## config.mk

```make
export PLATFORM = sky130hd
export DESIGN_NAME = ssd_scan_decoder
export DESIGN_NICKNAME = d
export VERILOG_FILES = /design/src/rtl/ssd_pkg.sv /design/src/rtl/ssd_seg_decode.sv /design/src/rtl/ssd_scan_decoder.sv
export SDC_FILE = /design/constraint.sdc
export NUM_CORES = 1
export LEC_CHECK = 0
export ABC_AREA = 1
export CAP_MARGIN = 0
export CORE_MARGIN = 2
export CORE_UTILIZATION = 45
export DETAILED_ROUTE_END_ITERATION = 10
export GPL_TIMING_DRIVEN = 0
export PLACE_DENSITY = 0.7
export SYNTH_ARGS = -nofsm -noshare
export SYNTH_HDL_FRONTEND = slang
export SYNTH_HIERARCHICAL = 1
export SYNTH_SLANG_ARGS = --single-unit
```

## constraint.sdc

```tcl
create_clock -name clk -period 3.05 [get_ports clk]
set_clock_uncertainty 0.2 [all_clocks]
set_input_delay 0.61 -clock clk [delete_from_list [all_inputs] [get_ports clk]]
set_output_delay 0.61 -clock clk [all_outputs]
set_load 0.02 [all_outputs]
```

## src/rtl/ssd_pkg.sv

```systemverilog
// ssd_pkg -- shared constants for the seven-segment scan decoder.
//
// Holds the active-low segment patterns (bit7=a .. bit1=g, bit0=dp), the
// substitute value for undecodable patterns, the blanking digit-select value,
// the dwell FSM state encoding and a small digit-select decode helper.
package ssd_pkg;

  // Segment patterns, active-low, dp off (bit0 = 1)
  localparam logic [7:0] SS_0 = 8'b0000_0011;
  localparam logic [7:0] SS_1 = 8'b1001_1111;
  localparam logic [7:0] SS_2 = 8'b0010_0101;
  localparam logic [7:0] SS_3 = 8'b0000_1101;
  localparam logic [7:0] SS_4 = 8'b1001_1001;
  localparam logic [7:0] SS_5 = 8'b0100_1001;
  localparam logic [7:0] SS_6 = 8'b0100_0001;
  localparam logic [7:0] SS_7 = 8'b0001_1111;
  localparam logic [7:0] SS_8 = 8'b0000_0001;
  localparam logic [7:0] SS_9 = 8'b0000_1001;
  localparam logic [7:0] SS_F = 8'b0111_0001;

  // Digit value reported for a pattern that is not in the table
  localparam logic [3:0] DIG_BAD  = 4'hE;
  // All digit selects inactive: the driver is blanking between digits
  localparam logic [3:0] AN_BLANK = 4'hF;

  typedef enum logic [0:0] {
    WAIT_STABLE = 1'b0,
    HELD        = 1'b1
  } dwell_state_e;

  // Returns {one_hot_low, slot_index}. slot_index is only meaningful when
  // exactly one select line is low.
  function automatic logic [2:0] an_decode(input logic [3:0] an);
    logic [2:0] res;
    case (an)
      4'b1110: res = {1'b1, 2'd0};
      4'b1101: res = {1'b1, 2'd1};
      4'b1011: res = {1'b1, 2'd2};
      4'b0111: res = {1'b1, 2'd3};
      default: res = {1'b0, 2'd0};
    endcase
    return res;
  endfunction

endpackage

```

## src/rtl/ssd_seg_decode.sv

```systemverilog
// ssd_seg_decode -- combinational seven-segment pattern decoder.
//
// Exact inverse of the driver's encode table: every pattern in ssd_pkg maps
// back to its digit; anything else reports DIG_BAD with valid low.
//
// Ports:
//   seg    in   8  active-low segment pattern (bit7=a .. bit1=g, bit0=dp)
//   valid  out  1  pattern found in the decode table
//   digit  out  4  decoded digit value (DIG_BAD when not valid)
module ssd_seg_decode
  import ssd_pkg::*;
(
  input  logic [7:0] seg,
  output logic       valid,
  output logic [3:0] digit
);

  always_comb begin
    valid = 1'b1;
    digit = DIG_BAD;
    case (seg)
      SS_0:    digit = 4'h0;
      SS_1:    digit = 4'h1;
      SS_2:    digit = 4'h2;
      SS_3:    digit = 4'h3;
      SS_4:    digit = 4'h4;
      SS_5:    digit = 4'h5;
      SS_6:    digit = 4'h6;
      SS_7:    digit = 4'h7;
      SS_8:    digit = 4'h8;
      SS_9:    digit = 4'h9;
      SS_F:    digit = 4'hF;
      default: begin
        valid = 1'b0;
        digit = DIG_BAD;
      end
    endcase
  end

endmodule

```

## src/rtl/ssd_scan_decoder.sv

```systemverilog
// ssd_scan_decoder -- receive side of the 4-digit multiplexed seven-segment
// driver. Synchronizes the segment and digit-select buses, waits for each
// digit dwell to settle, decodes the pattern into a staging slot and
// publishes all four digits together once every slot has been captured.
//
// Ports:
//   clk           in   1  system clock
//   rst_n         in   1  asynchronous active-low reset
//   seg_in        in   8  segment bus, active-low (bit7=a .. bit1=g, bit0=dp)
//   an_in         in   4  digit select, active-low (4'b1110 = digit0, rightmost)
//   digit0..3     out  4  published frame digits (digit3 = leftmost)
//   digits_valid  out  1  sticky: at least one full frame published
//   frame_done    out  1  one-cycle pulse coincident with a digit update
//   err_seg       out  1  one-cycle pulse after capturing an unknown pattern
//   err_an        out  1  one-cycle pulse after a stable multi-low select
module ssd_scan_decoder
  import ssd_pkg::*;
#(
  parameter int STABLE_CYC = 4
) (
  input  logic       clk,
  input  logic       rst_n,
  input  logic [7:0] seg_in,
  input  logic [3:0] an_in,
  output logic [3:0] digit0,
  output logic [3:0] digit1,
  output logic [3:0] digit2,
  output logic [3:0] digit3,
  output logic       digits_valid,
  output logic       frame_done,
  output logic       err_seg,
  output logic       err_an
);

  localparam logic [7:0] CNT_MAX = 8'(STABLE_CYC - 1);

  // Input synchronizers
  logic [3:0]       an_meta_q, an_meta_d;
  logic [3:0]       s_an_q, s_an_d;
  logic [7:0]       seg_meta_q, seg_meta_d;
  logic [7:0]       s_seg_q, s_seg_d;

  // Stability tracking
  logic [11:0]      prev_q, prev_d;
  logic [7:0]       cnt_q, cnt_d;
  logic             changed;

  // Dwell FSM
  dwell_state_e     state_q, state_d;
  logic             qualify;

  // Capture / publish
  logic [3:0][3:0]  stage_q, stage_d;
  logic [3:0]       seen_q, seen_d;
  logic [3:0][3:0]  dig_q, dig_d;
  logic             valid_q, valid_d;
  logic             frame_done_q, frame_done_d;
  logic             err_seg_q, err_seg_d;
  logic             err_an_q, err_an_d;
  logic             publish;

  logic             dec_valid;
  logic [3:0]       dec_digit;
  logic [2:0]       an_info;
  logic             an_onehot;
  logic [1:0]       an_idx;

  ssd_seg_decode u_seg_decode (
    .seg   (s_seg_q),
    .valid (dec_valid),
    .digit (dec_digit)
  );

  assign an_info   = an_decode(s_an_q);
  assign an_onehot = an_info[2];
  assign an_idx    = an_info[1:0];

  // Any change of the synchronized pair restarts the dwell.
  assign changed = ({s_an_q, s_seg_q} != prev_q);

  // Publish in the cycle after the last slot has been seen.
  assign publish = (seen_q == 4'hF);

  // ---- FSM: state register ----
  always_ff @(posedge clk or negedge rst_n) begin
    if (!rst_n) begin
      state_q <= WAIT_STABLE;
    end else begin
      state_q <= state_d;
    end
  end

  // ---- FSM: next state ----
  // cnt_d is this cycle's count of consecutive matching cycles; reaching
  // CNT_MAX means the pair has been seen STABLE_CYC cycles in a row.
  always_comb begin
    state_d = state_q;
    case (state_q)
      WAIT_STABLE: if (cnt_d == CNT_MAX) state_d = HELD;
      HELD:        if (changed)          state_d = WAIT_STABLE;
      default:     state_d = WAIT_STABLE;
    endcase
  end

  // ---- FSM: outputs ----
  // A changed cycle forces cnt_d to 0, so qualify can never fire on the
  // cycle a new pair arrives.
  always_comb begin
    qualify = 1'b0;
    if (state_q == WAIT_STABLE && cnt_d == CNT_MAX) qualify = 1'b1;
  end

  // ---- Datapath next state ----
  always_comb begin
    an_meta_d    = an_in;
    s_an_d       = an_meta_q;
    seg_meta_d   = seg_in;
    s_seg_d      = seg_meta_q;
    prev_d       = {s_an_q, s_seg_q};

    if (changed) begin
      cnt_d = 8'd0;
    end else if (cnt_q < CNT_MAX) begin
      cnt_d = cnt_q + 8'd1;
    end else begin
      cnt_d = cnt_q;
    end

    stage_d      = stage_q;
    seen_d       = seen_q;
    dig_d        = dig_q;
    valid_d      = valid_q;
    frame_done_d = 1'b0;
    err_seg_d    = 1'b0;
    err_an_d     = 1'b0;

    // Publish first so a capture in the same cycle starts the next frame.
    if (publish) begin
      dig_d        = stage_q;
      valid_d      = 1'b1;
      frame_done_d = 1'b1;
      seen_d       = 4'h0;
    end

    if (qualify) begin
      if (an_onehot) begin
        stage_d[an_idx] = dec_digit;
        seen_d[an_idx]  = 1'b1;
        err_seg_d       = ~dec_valid;
      end else if (s_an_q != AN_BLANK) begin
        err_an_d = 1'b1;
      end
    end
  end

  // ---- Datapath registers ----
  always_ff @(posedge clk or negedge rst_n) begin
    if (!rst_n) begin
      an_meta_q    <= AN_BLANK;
      s_an_q       <= AN_BLANK;
      seg_meta_q   <= 8'hFF;
      s_seg_q      <= 8'hFF;
      prev_q       <= {AN_BLANK, 8'hFF};
      cnt_q        <= 8'd0;
      stage_q      <= '0;
      seen_q       <= 4'h0;
      dig_q        <= '0;
      valid_q      <= 1'b0;
      frame_done_q <= 1'b0;
      err_seg_q    <= 1'b0;
      err_an_q     <= 1'b0;
    end else begin
      an_meta_q    <= an_meta_d;
      s_an_q       <= s_an_d;
      seg_meta_q   <= seg_meta_d;
      s_seg_q      <= s_seg_d;
      prev_q       <= prev_d;
      cnt_q        <= cnt_d;
      stage_q      <= stage_d;
      seen_q       <= seen_d;
      dig_q        <= dig_d;
      valid_q      <= valid_d;
      frame_done_q <= frame_done_d;
      err_seg_q    <= err_seg_d;
      err_an_q     <= err_an_d;
    end
  end

  assign digit0       = dig_q[0];
  assign digit1       = dig_q[1];
  assign digit2       = dig_q[2];
  assign digit3       = dig_q[3];
  assign digits_valid = valid_q;
  assign frame_done   = frame_done_q;
  assign err_seg      = err_seg_q;
  assign err_an       = err_an_q;

endmodule

```

==> impl_metrics.toml <==
[cts]
cts_setup_buffers = 0
htree_levels = 3
postCtsHoldBufs = 0
cts.sinks = 85
clock_latency_ps = 360
clk_pin_slew_ps = 90
post_cts_resized = 0
cts-buffers-inserted = 9
cts_tree = "yes"
clockBufferDepth = 2
cts_root_buffer = "clkbuf_8"

[routing]
drt_pass1_iterations = 4
dr.max_layer_used = "met4"
num_vias = 2452
wl_um = 5868
vias_per_cell = 4.532
met3_length_um = 188
drc = 0
routed-wl-met2_um = 2760
drtIter0Drc = 145
drt-met1-wl_um = 2800
avgRoutedWirePerCell_um = 10.85
postRouteAntennaNets = 0

[critical_path]
regToRegStartpoint = "s_seg_q[3]"
reg2regPathDepth = 13
path_class = "register to register"
r2r-end = "stage_q[14]"
worstPathCellList = "inv_1 > nand2_1 > nand2_1 > nor2_1 > nand2_1 > nor2_4 > nand3_2 > nor2_4 > nand3_2 > nor2_4 > nand2_2 > nand2_1 > nand2_1"
path_buf_inv = 1
endpoint_kind = "register"
cp_common_cell = "nand2_1"
slowest_stage = "dfstp_2"
worst-path-max-fanout = 7
cp_slowest_stage_delay_ps = 580
rrSetupSlack_ps = 790
worst-path-stages = 13
cp.arrival_ps = 2310
critPathLaunchType = "register"
crit_family = "simple AND/OR/NAND/NOR gates"
required_ps = 3100

[layout]
fin_area_um2 = 4187
nets = 449
antenna_cells = 0
final_cells = 541
nFillCells = 739
syn_to_final_growth_pct = 18.36
final_layout_size_suffix_gt1_share_pct = 20.27

[timing]
tightest_slew_ps = 534.8
period_share_pct = 73.98
max_slew_margin_pct = 64.35
setup_violations = 0
hold_violations = 0
drv_slew = 0
worst_slack_ps = 793.7
timing.fmax_mhz = 443.2
setup-tns-final_ps = 0
min_period_ps = 2256
rsz0062_at_grt = "no"

[place]
dp.cells = 525
dpl-instance-area_um2 = 4013
place_ws_ps = 776.7
gp_congestion = 0.7585
dp.final_hpwl_um = 4264
numPortBuffers = 33

[grt]
grt_max_degree = 45
grt-ovfl-total = 0
grt_usage_pct = 16.15
grt_pass1_wl_um = 10820
antenna_found_initial = 0
first_global_vias = 2526

[pwr]
ir_worst_vdd_mv = 0.2597
leakagePower_nw = 2.129
fin_total_pwr_mw = 1.993
pwr_density_cell_nw_per_um2 = 476.0

[yosys]
syn_nets = 404
synth_cell_type_count = 25
avgSynthCellArea_um2 = 9.093
synth_common_cells = "159 x nand2_1, 49 x dfrtp_1, 41 x nor2_1, 39 x inv_1, 36 x dfstp_2"
ys_seq_elements = 85
synth_area_um2 = 3537
yosys.area.top_type = "dfrtp_1"
synth-edff-count = 0
synthFlopType = "dfrtp_1"
seq_area_frac_synth_pct = 61.41
synth_cells = 389
synth_top_area_share_pct = 34.67
async_flop_share_pct = 100.0
yosysMostFrequentCell = "nand2_1"
yosys_warnings = 6
synth_area_leaders = "dfrtp_1 35%, dfstp_2 27%, nand2_1 17%"

[status]
status = "completed"

[floorplan]
core_area_um2 = 7687
start_util_pct = 46.01
die_x_um = 92.66
dieArea_um2 = 8586
fp-row-count = 32
dieHeight_um = 92.66
ios = 34

[worst_hold_path]
hp-class = "input pin to asynchronous set/reset pin"

[run]
max-cap-violations = 0
cell families (layout without fill, tap and decap cells):
kind of cell / Yosys count / after routing / share of synthesized area [%]
buffers and inverters: 47 / 97 / 4.987
adder cells (fa/ha/maj): 1 / 1 / 0.3537
AO/OA/AOI/OAI: 4 / 4 / 0.6367
XOR/XNOR: 2 / 2 / 0.4953
flip-flops: 85 / 85 / 61.41
AND/OR/NAND/NOR: 250 / 250 / 32.12
cells in the final DEF (no fill, tap or decap):
master	instances
nand2_1	159
dfrtp_1	49
nor2_1	41
inv_1	39
dfstp_2	36
clkdlybuf4s50_1	32
nor2_4	10
clkbuf_8	9
nand2_2	8
nand4_1	7
nor3_1	5
nor2_2	5
nand3_2	4
clkbuf_1	4
inv_2	4
nand3_1	4
xnor2_1	2
or2_1	2
nand2_4	2
o21ai_0	2
clkinvlp_4	2
inv_6	2
clkinv_1	1
o211ai_1	1
nand4_2	1
or2_2	1
ha_1	1
clkinv_4	1
clkinv_2	1
buf_4	1
buf_12	1
and2_4	1
a21oi_1	1
stage by stage:
stage / hold WS, ps / util (%)
after floorplan: 114.4 / -
after global placement: 145.7 / 51.97
after detailed placement: 147.2 / 52.20
after CTS: 40.50 / 54.46
after global routing: 60.98 / 54.46
final: 35.44 / 54.46
flip-flops by register name, indices dropped and copies added (netlist names):
signal,flops
an_meta_q,4
s_seg_q,8
seen_q,4
state_q,1
err_an,1
s_an_q,4
cnt_q,8
frame_done,1
err_seg,1
stage_q,16
digit2,4
prev_q,12
digits_valid,1
digit0,4
s_seg_d,8
digit1,4
digit3,4
per-layer routing:
layer | vias to the layer above | track usage, %
met2 | 34 | 26.95
met4 | 0 | 6.250
li1 | 1260 | -
met1 | 1148 | 20.12
met5 | - | 0
met3 | 10 | 4.394
how the worst max path moves through the flow:
stage | to | slack, ps | from
finish | stage_q[14] | 790 | s_seg_q[3]
global route | stage_q[14] | 510 | s_seg_q[3]
CTS | stage_q[14] | 770 | s_seg_q[3]
detailed placement | stage_q[14] | 780 | s_seg_q[3]
global placement | digit2[2] | -1610 | rst_n
floorplan | stage_q[8] | 1060 | s_seg_q[3]
final cells by class:
class / instances / area (um^2) / share of cell area (%)
Clock inverter: 6 / 46.29 / 1.106
Clock buffer: 10 / 127.6 / 3.048
Tap cell: 102 / 127.6 / 3.048
Timing Repair Buffer: 34 / 347.8 / 8.308
Multi-Input combinational cell: 257 / 1189 / 28.39
Sequential cell: 85 / 2172 / 51.88
Inverter: 44 / 165.2 / 3.945
Buffer: 3 / 11.26 / 0.2690
power by group:
part           switching, mW  leakage [nW]  internal (mW)
logic                 0.0587         0.982         0.0353
registers             0.0184          1.06           1.17
clock network          0.409        0.0833          0.301
worst register-to-register path: stages (launching register included):
cell and delay (ps):
dfstp_2 580, inv_1 50, nand2_1 50, nand2_1 40
nor2_1 110, nand2_1 110, nor2_4 180, nand3_2 120
nor2_4 120, nand3_2 100, nor2_4 200, nand2_2 150
nand2_1 90, nand2_1 50
Note: power is estimated with default switching activity, not from simulation.
